`config.mk`:
```
export PLATFORM = sky130hd
export DESIGN_NAME = if_fetch_unit
export DESIGN_NICKNAME = d
export VERILOG_FILES = /design/src/rtl/if_fetch_unit.sv
export SDC_FILE = /design/constraint.sdc
export NUM_CORES = 1
export LEC_CHECK = 0
export BUFFER_PORTS_ARGS = -buffer_cell sky130_fd_sc_hd__buf_2
export CORE_MARGIN = 8
export CORE_UTILIZATION = 55
export DETAILED_ROUTE_END_ITERATION = 12
export PLACE_DENSITY_LB_ADDON = 0.2
export SLEW_MARGIN = 20
export SYNTH_ARGS = -nofsm -noshare
export SYNTH_HDL_FRONTEND = slang
export SYNTH_SLANG_ARGS = --single-unit
```
`constraint.sdc`:
```
create_clock -name Clk -period 2.6 [get_ports Clk]
set_input_delay 0.26 -clock Clk [delete_from_list [all_inputs] [get_ports Clk]]
set_output_delay 0.26 -clock Clk [all_outputs]
set_load 0.01 [all_outputs]
```
`src/rtl/if_fetch_unit.sv`:
```
// Instruction-fetch stage: owns the PC, fetches words over a req/ack memory port,
// buffers them in a small prefetch FIFO and hands {instr, pc+4} to decode.
module if_fetch_unit #(
   parameter logic [31:0] RESET_PC   = 32'h0000_0000,
   parameter int          FIFO_DEPTH = 2
) (
   input  logic        Clk,
   input  logic        Reset,
   output logic        mem_req,
   output logic [31:0] mem_addr,
   input  logic        mem_ack,
   input  logic [31:0] mem_rdata,
   output logic        out_valid,
   input  logic        out_ready,
   output logic [31:0] out_instr,
   output logic [31:0] out_pcinc,
   input  logic        redirect_valid,
   input  logic [31:0] redirect_target,
   output logic [1:0]  dbg_state_o
);

   // Handshakes: decode takes the FIFO head on any edge where out_valid && out_ready;
   // memory completes a request on any edge where mem_req && mem_ack, and mem_req/mem_addr
   // stay unchanged until that edge.

   localparam int PTR_W = $clog2(FIFO_DEPTH);
   localparam int CNT_W = PTR_W + 1;
   localparam logic [CNT_W-1:0] DEPTH_C = CNT_W'(FIFO_DEPTH);

   typedef enum logic [1:0] {
      ST_IDLE    = 2'd0,
      ST_FETCH   = 2'd1,
      ST_DISCARD = 2'd2
   } state_e;

   state_e            state_q, state_d;
   logic [31:0]       pc_q, pc_d;
   logic [31:0]       addr_q, addr_d;
   logic [31:0]       instr_q [FIFO_DEPTH];
   logic [31:0]       pcinc_q [FIFO_DEPTH];
   logic [PTR_W-1:0]  rd_ptr_q, wr_ptr_q;
   logic [CNT_W-1:0]  count_q, count_d;
   logic [CNT_W-1:0]  count_after_push;

   logic              pop;
   logic              push;
   logic              flush;
   logic [31:0]       pc_plus4;
   logic [31:0]       target_aligned;
   logic              unused_target_lsbs;

   assign target_aligned     = {redirect_target[31:2], 2'b00};
   assign unused_target_lsbs = ^redirect_target[1:0];
   assign pc_plus4           = pc_q + 32'd4;

   assign out_valid = (count_q != '0);
   assign out_instr = instr_q[rd_ptr_q];
   assign out_pcinc = pcinc_q[rd_ptr_q];
   assign pop       = out_valid && out_ready;

   assign mem_req     = (state_q != ST_IDLE);
   assign mem_addr    = addr_q;
   assign dbg_state_o = state_q;

   // Occupancy if this cycle's ack is pushed; decides whether another fetch fits.
   assign count_after_push = count_q + CNT_W'(1) - CNT_W'(pop);

   always_comb begin
      state_d = state_q;
      pc_d    = pc_q;
      push    = 1'b0;
      flush   = 1'b0;

      case (state_q)
         ST_IDLE: begin
            if (redirect_valid) begin
               flush   = 1'b1;
               pc_d    = target_aligned;
               state_d = ST_FETCH;
            end else if (count_q < DEPTH_C) begin
               state_d = ST_FETCH;
            end
         end

         ST_FETCH: begin
            if (redirect_valid) begin
               flush   = 1'b1;
               pc_d    = target_aligned;
               // Without an ack the old request is still open and must be drained.
               state_d = mem_ack ? ST_FETCH : ST_DISCARD;
            end else if (mem_ack) begin
               push    = 1'b1;
               pc_d    = pc_plus4;
               state_d = (count_after_push < DEPTH_C) ? ST_FETCH : ST_IDLE;
            end
         end

         ST_DISCARD: begin
            if (redirect_valid) begin
               flush = 1'b1;
               pc_d  = target_aligned;
            end else if (mem_ack) begin
               state_d = ST_FETCH;
            end
         end

         default: begin
            state_d = ST_IDLE;
         end
      endcase

      if (flush) begin
         count_d = '0;
      end else begin
         count_d = count_q + CNT_W'(push) - CNT_W'(pop);
      end

      // The memory address only follows the PC when no abandoned request is open.
      addr_d = (state_d == ST_DISCARD) ? addr_q : pc_d;
   end

   always_ff @(posedge Clk or negedge Reset) begin
      if (!Reset) begin
         state_q  <= ST_IDLE;
         pc_q     <= RESET_PC;
         addr_q   <= RESET_PC;
         rd_ptr_q <= '0;
         wr_ptr_q <= '0;
         count_q  <= '0;
         for (int i = 0; i < FIFO_DEPTH; i++) begin
            instr_q[i] <= '0;
            pcinc_q[i] <= '0;
         end
      end else begin
         state_q <= state_d;
         pc_q    <= pc_d;
         addr_q  <= addr_d;
         count_q <= count_d;
         if (flush) begin
            rd_ptr_q <= '0;
            wr_ptr_q <= '0;
         end else begin
            if (push) begin
               instr_q[wr_ptr_q] <= mem_rdata;
               pcinc_q[wr_ptr_q] <= pc_plus4;
               wr_ptr_q          <= wr_ptr_q + PTR_W'(1);
            end
            if (pop) begin
               rd_ptr_q <= rd_ptr_q + PTR_W'(1);
            end
         end
      end
   end

endmodule

```
### Yosys cells after proc, flatten, opt, wreduce, memory -nomap -nowiden

Cells that the tools add are included.

| storage, ports and cells | value |
|---|---|
| register bits | 198 |
| logic and storage cells | 71 |

| operators by class | value |
|---|---|
| equal/unequal tests | 3 |
| bitwise gates (word level) | 3 |
| reduce and logical (&&, ||, !) cells | 10 |
| magnitude comparators | 5 |
| add/sub/neg operators | 7 |
| muxes and demuxes | 33 |

Operators by type and width:

| cell | number |
|---|---|
| 32-bit two-way mux | 10 |
| 64-bit bitwise mux | 2 |
| 32-bit case mux with 2 select lines | 1 |
| 32-bit by 3-bit adder with 32-bit output, second input constant | 1 |
| 32-bit demux with 1-bit select | 1 |
| 2-bit two-way mux | 8 |
| 1-bit two-way mux | 10 |
| 2-bit nonzero test | 4 |
| 2-bit case mux with 3 select lines | 1 |
| 2-bit equality test, second input constant | 2 |
| 2-bit >= comparator, second input constant | 2 |
| 2-bit < comparator, second input constant | 2 |
| 1-bit NOT with 2-bit output | 2 |
| 2-bit by 1-bit subtractor with 2-bit output | 2 |
| 3-bit OR reduction | 1 |
| 1-bit adder, second input constant | 2 |
| 2-bit by 1-bit adder with 2-bit output | 1 |
| 2-bit by 1-bit adder with 2-bit output, second input constant | 1 |
| 2-bit by 1-bit equality test with 1-bit output, second input constant | 1 |
| 1-bit logical AND | 2 |
| 2-bit logical NOT | 1 |
| 2-bit by 1-bit < comparator with 1-bit output, second input constant | 1 |
| 2-bit AND reduction | 1 |
| 2-bit OR reduction | 1 |
| 1-bit NOT | 1 |

### Depth between registers and ports, before layout

| logic depth | value |
|---|---|
| depth after elaboration | 9 |
| depth in mapped cells | 9 |
| mapped depth without buffers | 8 |

### Worst setup path before layout

No wires, ideal clock.

| path | value |
|---|---|
| path type | flip-flop to flip-flop |
| start point | reg state_q[0], in the netlist dbg_state_o[0] |
| end point | reg count_q[1] |
| data arrival time | 1,791 ps |
| buffers on the path | 1 |
| cell stages (with the launch flop) | 10 |
| slack | 678 ps |
| path through | dfrtp_1 > and4bb_1 > buf_2 > inv_2 > ha_1 > inv_1 > ha_1 > xor2_1 > xnor2_1 > nor2_1 |

| between the ends | value |
|---|---|
| word-level cells in the longest chain between the ends | 5 |

RTL lines:

| item | RTL line | RTL |
|---|---|---|
| start, declared | 36 | `state_e state_q, state_d;` |
| start signal, assigned | 135 | `state_q <= state_d;` |
| 2-bit by 1-bit equality test with 1-bit output | 74 | `case (state_q)` |
| 1-bit two-way mux | 74 |  |
| 2-bit by 1-bit adder with 2-bit output | 115 | `count_d = count_q + CNT_W'(push) - CNT_W'(pop);` |
| 2-bit by 1-bit subtractor with 2-bit output | 115 |  |
| 2-bit two-way mux (*) | 112 | `if (flush) begin` |
| named net count_d[1] | 42 | `logic [CNT_W-1:0] count_q, count_d;` |
| end signal, assigned | 138 | `count_q <= count_d;` |
| end, declared | 42 |  |

Mark *: on every way through the listed nets, which the timed path passes. The rest lies on a longest branch.
A chain may end at the register's enable or synchronous reset.

### Worst setup path after layout

| path | value |
|---|---|
| start point | reg pc_q[2] |
| end point | reg addr_q[24], in the netlist mem_addr[24] |

| between the ends | value |
|---|---|
| word-level cells in the longest chain between the ends | 4 |

RTL lines:

| item | RTL line | RTL |
|---|---|---|
| start, declared | 37 | `logic [31:0] pc_q, pc_d;` |
| start signal, assigned | 136 | `pc_q <= pc_d;` |
| 32-bit by 3-bit adder with 32-bit output | 54 | `assign pc_plus4 = pc_q + 32'd4;` |
| 32-bit two-way mux | 91 | `end else if (mem_ack) begin` |
| 32-bit two-way mux | 86 | `if (redirect_valid) begin` |
| 32-bit case mux with 2 select lines | 74 |  |
| end signal, assigned | 137 | `addr_q <= addr_d;` |
| end, declared | 38 | `logic [31:0] addr_q, addr_d;` |

Every way passes these cells.

==> flow_summary.toml <==
[drt]
drt-total-wl_mm = 27.0
wl_per_cell_um = 19.6
vias = 8201
route.detailed.drc = 0
drt-initial-drc-count = 578
ant_nets = 0
dr.pass1.iters = 7
viasPerCell = 5.95

[hold_path]
hp-class = "input pin to register"

[pwr]
irDropWorstVdd_mv = 0.601
p_per_area_nw_per_um2 = 1190
leakagePower_nw = 5.42

[clocking]
cts-root-buf = "clkbuf_16"
postCtsHoldBufs = 1
cts_resized = 0
clkSinkCount = 198
cts_max_level = 4
clk_pin_slew_ns = 0.08
cts_buffer_depth = 2
clk_latency_ns = 0.44
cts_setup_buffers = 0
cts_buffers = 17
cts_tree = "yes"

[timing]
min_period_over_period_pct = 92.5
tightest_slew_ns = 0.721
period_needed_ns = 2.40
setup_viol = 0
slew_viol_final = 0
rsz0062_at_grt = "no"
finClkSkew_ns = 0.0149
fmax_mhz = 416
layout_setup_ws_ns = 0.195
fin_tns_setup_ns = 0
hold_viol = 0
relSlewSlack_pct = 52.0

[die]
die_area_um2 = 23200
io_pins = 169
die_w_um = 152
start_util_pct = 55.3
core.rowCount = 50
core-area_um2 = 18500
die_h_um = 152

[yosys]
synth_area_leaders = "dfrtp_1, mux2_2, nand2_1"
synth_area_per_cell_um2 = 10.4
ys_warn_count = 0
syn-num-nets = 1056
async_flop_share_pct = 100
netlist_area_um2 = 10200
synth-edff-count = 0
synth-seq-area-share_pct = 48.5
synth_cell_type_count = 69
synth_cells = 984
synth_flop_cell = "dfrtp_1"
yosysTopAreaCell = "dfrtp_1"
synth.top_cell.area_share_pct = 48.5
synth-seq-cells = 198

[layout]
regArea_um2 = 4960
fin_area_um2 = 12000
area_growth_pct = 17.6
finish.utilization_pct = 65.1
drive_above_1_share_pct = 35.8
antenna_cells = 0
fillerInstances = 1489
layout.nets = 1204
multi_input_area_um2 = 4880

[global_routing]
antenna_found_initial = 1
grt_pass1_vias = 8119
overflow = 0
grt_usage_pct = 23.4
grt_pass1_wl_mm = 43.7
grt_max_degree = 87

[worst_setup_path]
cp-end-kind = "register"
path_class = "register to register"
startpoint_type = "register"
cp_data_arrival_time_ns = 2.74
cp.required_ns = 2.94
critPathMaxFanout = 8

[place]
dp_hpwl_mm = 19.3
place_ws_ns = 0.305
dpl_cell_area_um2 = 11400
port_buffers = 166
routabilityCongestion = 0.933

[job]
maxCapViolCount = 0

[run_status]
status = "finished clean"
[path summary, 6_finish.rpt]
| path | end | from | slack, ns | depth (start not counted) |
|---|---|---|---|---|
| setup / recovery | mem_addr[24]$_DFFE_PN0P_ | pc_q[2]$_DFF_PN0_ | 0.20 | 6 |
| hold / removal | pc_q[6]$_DFF_PN0_ | redirect_target[6] | 0.06 | 3 |
| setup reg to reg | mem_addr[24]$_DFFE_PN0P_ | pc_q[2]$_DFF_PN0_ | 0.20 | 6 |
| min in group asynchronous | instr_q[25]$_DFFE_PN0P_ | Reset | 0.44 | 2 |
| max in group asynchronous | instr_q[38]$_DFFE_PN0P_ | Reset | 1.27 | 3 |
| hold reg to reg | pcinc_q[17]$_DFFE_PN0P_ | pcinc_q[17]$_DFFE_PN0P_ | 0.48 | 2 |
[report_power, final]
part | leakage [nW] | internal, mW | switching, mW
combinational | 2.72 | 2.83 | 3.10
clock | 0.288 | 1.38 | 1.22
sequential | 2.41 | 4.50 | 1.23
[logic make-up after synthesis]
family / count (synthesis) / share of synthesized area (%)
AO/OA/AOI/OAI: 198 / 12.3
XOR/XNOR: 35 / 3.00
adder cells (fa/ha/maj): 3 / 0.368
buffers and inverters: 91 / 3.87
flip-flops: 198 / 48.5
multiplexers: 151 / 16.6
AND/OR/NAND/NOR: 308 / 15.3
[layer usage]
metal | GRT usage (%) | routed length [um]
met1 | 32.2 | 11900
met5 | 0 | 11
met2 | 36.4 | 12800
met3 | 6.30 | 1990
met4 | 5.09 | 273
[synth_stat cells, drive strengths merged, types with 3 or more instances]
master,count
a221oi,5
o211ai,5
nand2b,12
a311oi,8
a21oi,53
a31oi,14
o32ai,3
nor3,18
a21o,4
and2,4
o22ai,5
inv,12
o221ai,8
and3,9
a22oi,3
clkbuf,37
buf,41
nand4,15
mux2,145
xnor2,17
xor2,18
or2,3
a221o,4
nand2,102
nand3b,3
or3b,4
nor2,82
nor2b,7
o31ai,4
mux2i,6
nand3,20
nor4,9
ha,3
dfrtp,198
a211oi,11
and4,10
o21ai,55
[flip-flops by register name, indices dropped and copies added, names as in the netlist]
signal,flops
mem_addr,32
rd_ptr_q,1
count_q,2
instr_q,64
wr_ptr_q,1
pc_q,32
dbg_state_o,2
pcinc_q,64
[cell usage in the layout (no fill, tap or decap), drive strengths merged, types with 14 or more instances in the layout]
cell type  count
a31oi         14
buf          205
dfrtp        198
xnor2         17
o21ai         55
inv           15
nor3          18
nand3         20
clkbuf        19
a21oi         53
xor2          18
nor2          82
nand4         15
mux2         145
nand2        102
[per-stage QoR]
| stage | hold slack (ns) | total power, mW | std cells |
|---|---|---|---|
| after floorplan | -0.0356 | 9.39 | 984 |
| after CTS | 0.0385 | 14.3 | 1379 |
| after global placement | 0.372 | 11.5 | 1346 |
| final | 0.0572 | 14.3 | 1379 |
| after global routing | 0.0485 | 15.2 | 1379 |
| after detailed placement | 0.377 | 11.7 | 1346 |
[area by class of cell]
type                       instances  area share (%)
tap                              234            2.44
clock inverter                    14            1.24
sequential                       198            41.3
inverter                          13           0.406
timing repair buffer             207            10.3
multi-input combinational        695            40.7
clock buffer                      18            3.66
[worst max-delay path: stages (launching register included)]
cell	delay, ns
dfrtp_1	0.53
ha_1	0.37
and4_1	0.37
nand3_2	0.20
or3_1	0.38
a21o_1	0.22
o31ai_1	0.23
Power figures use the tool's default switching activity.
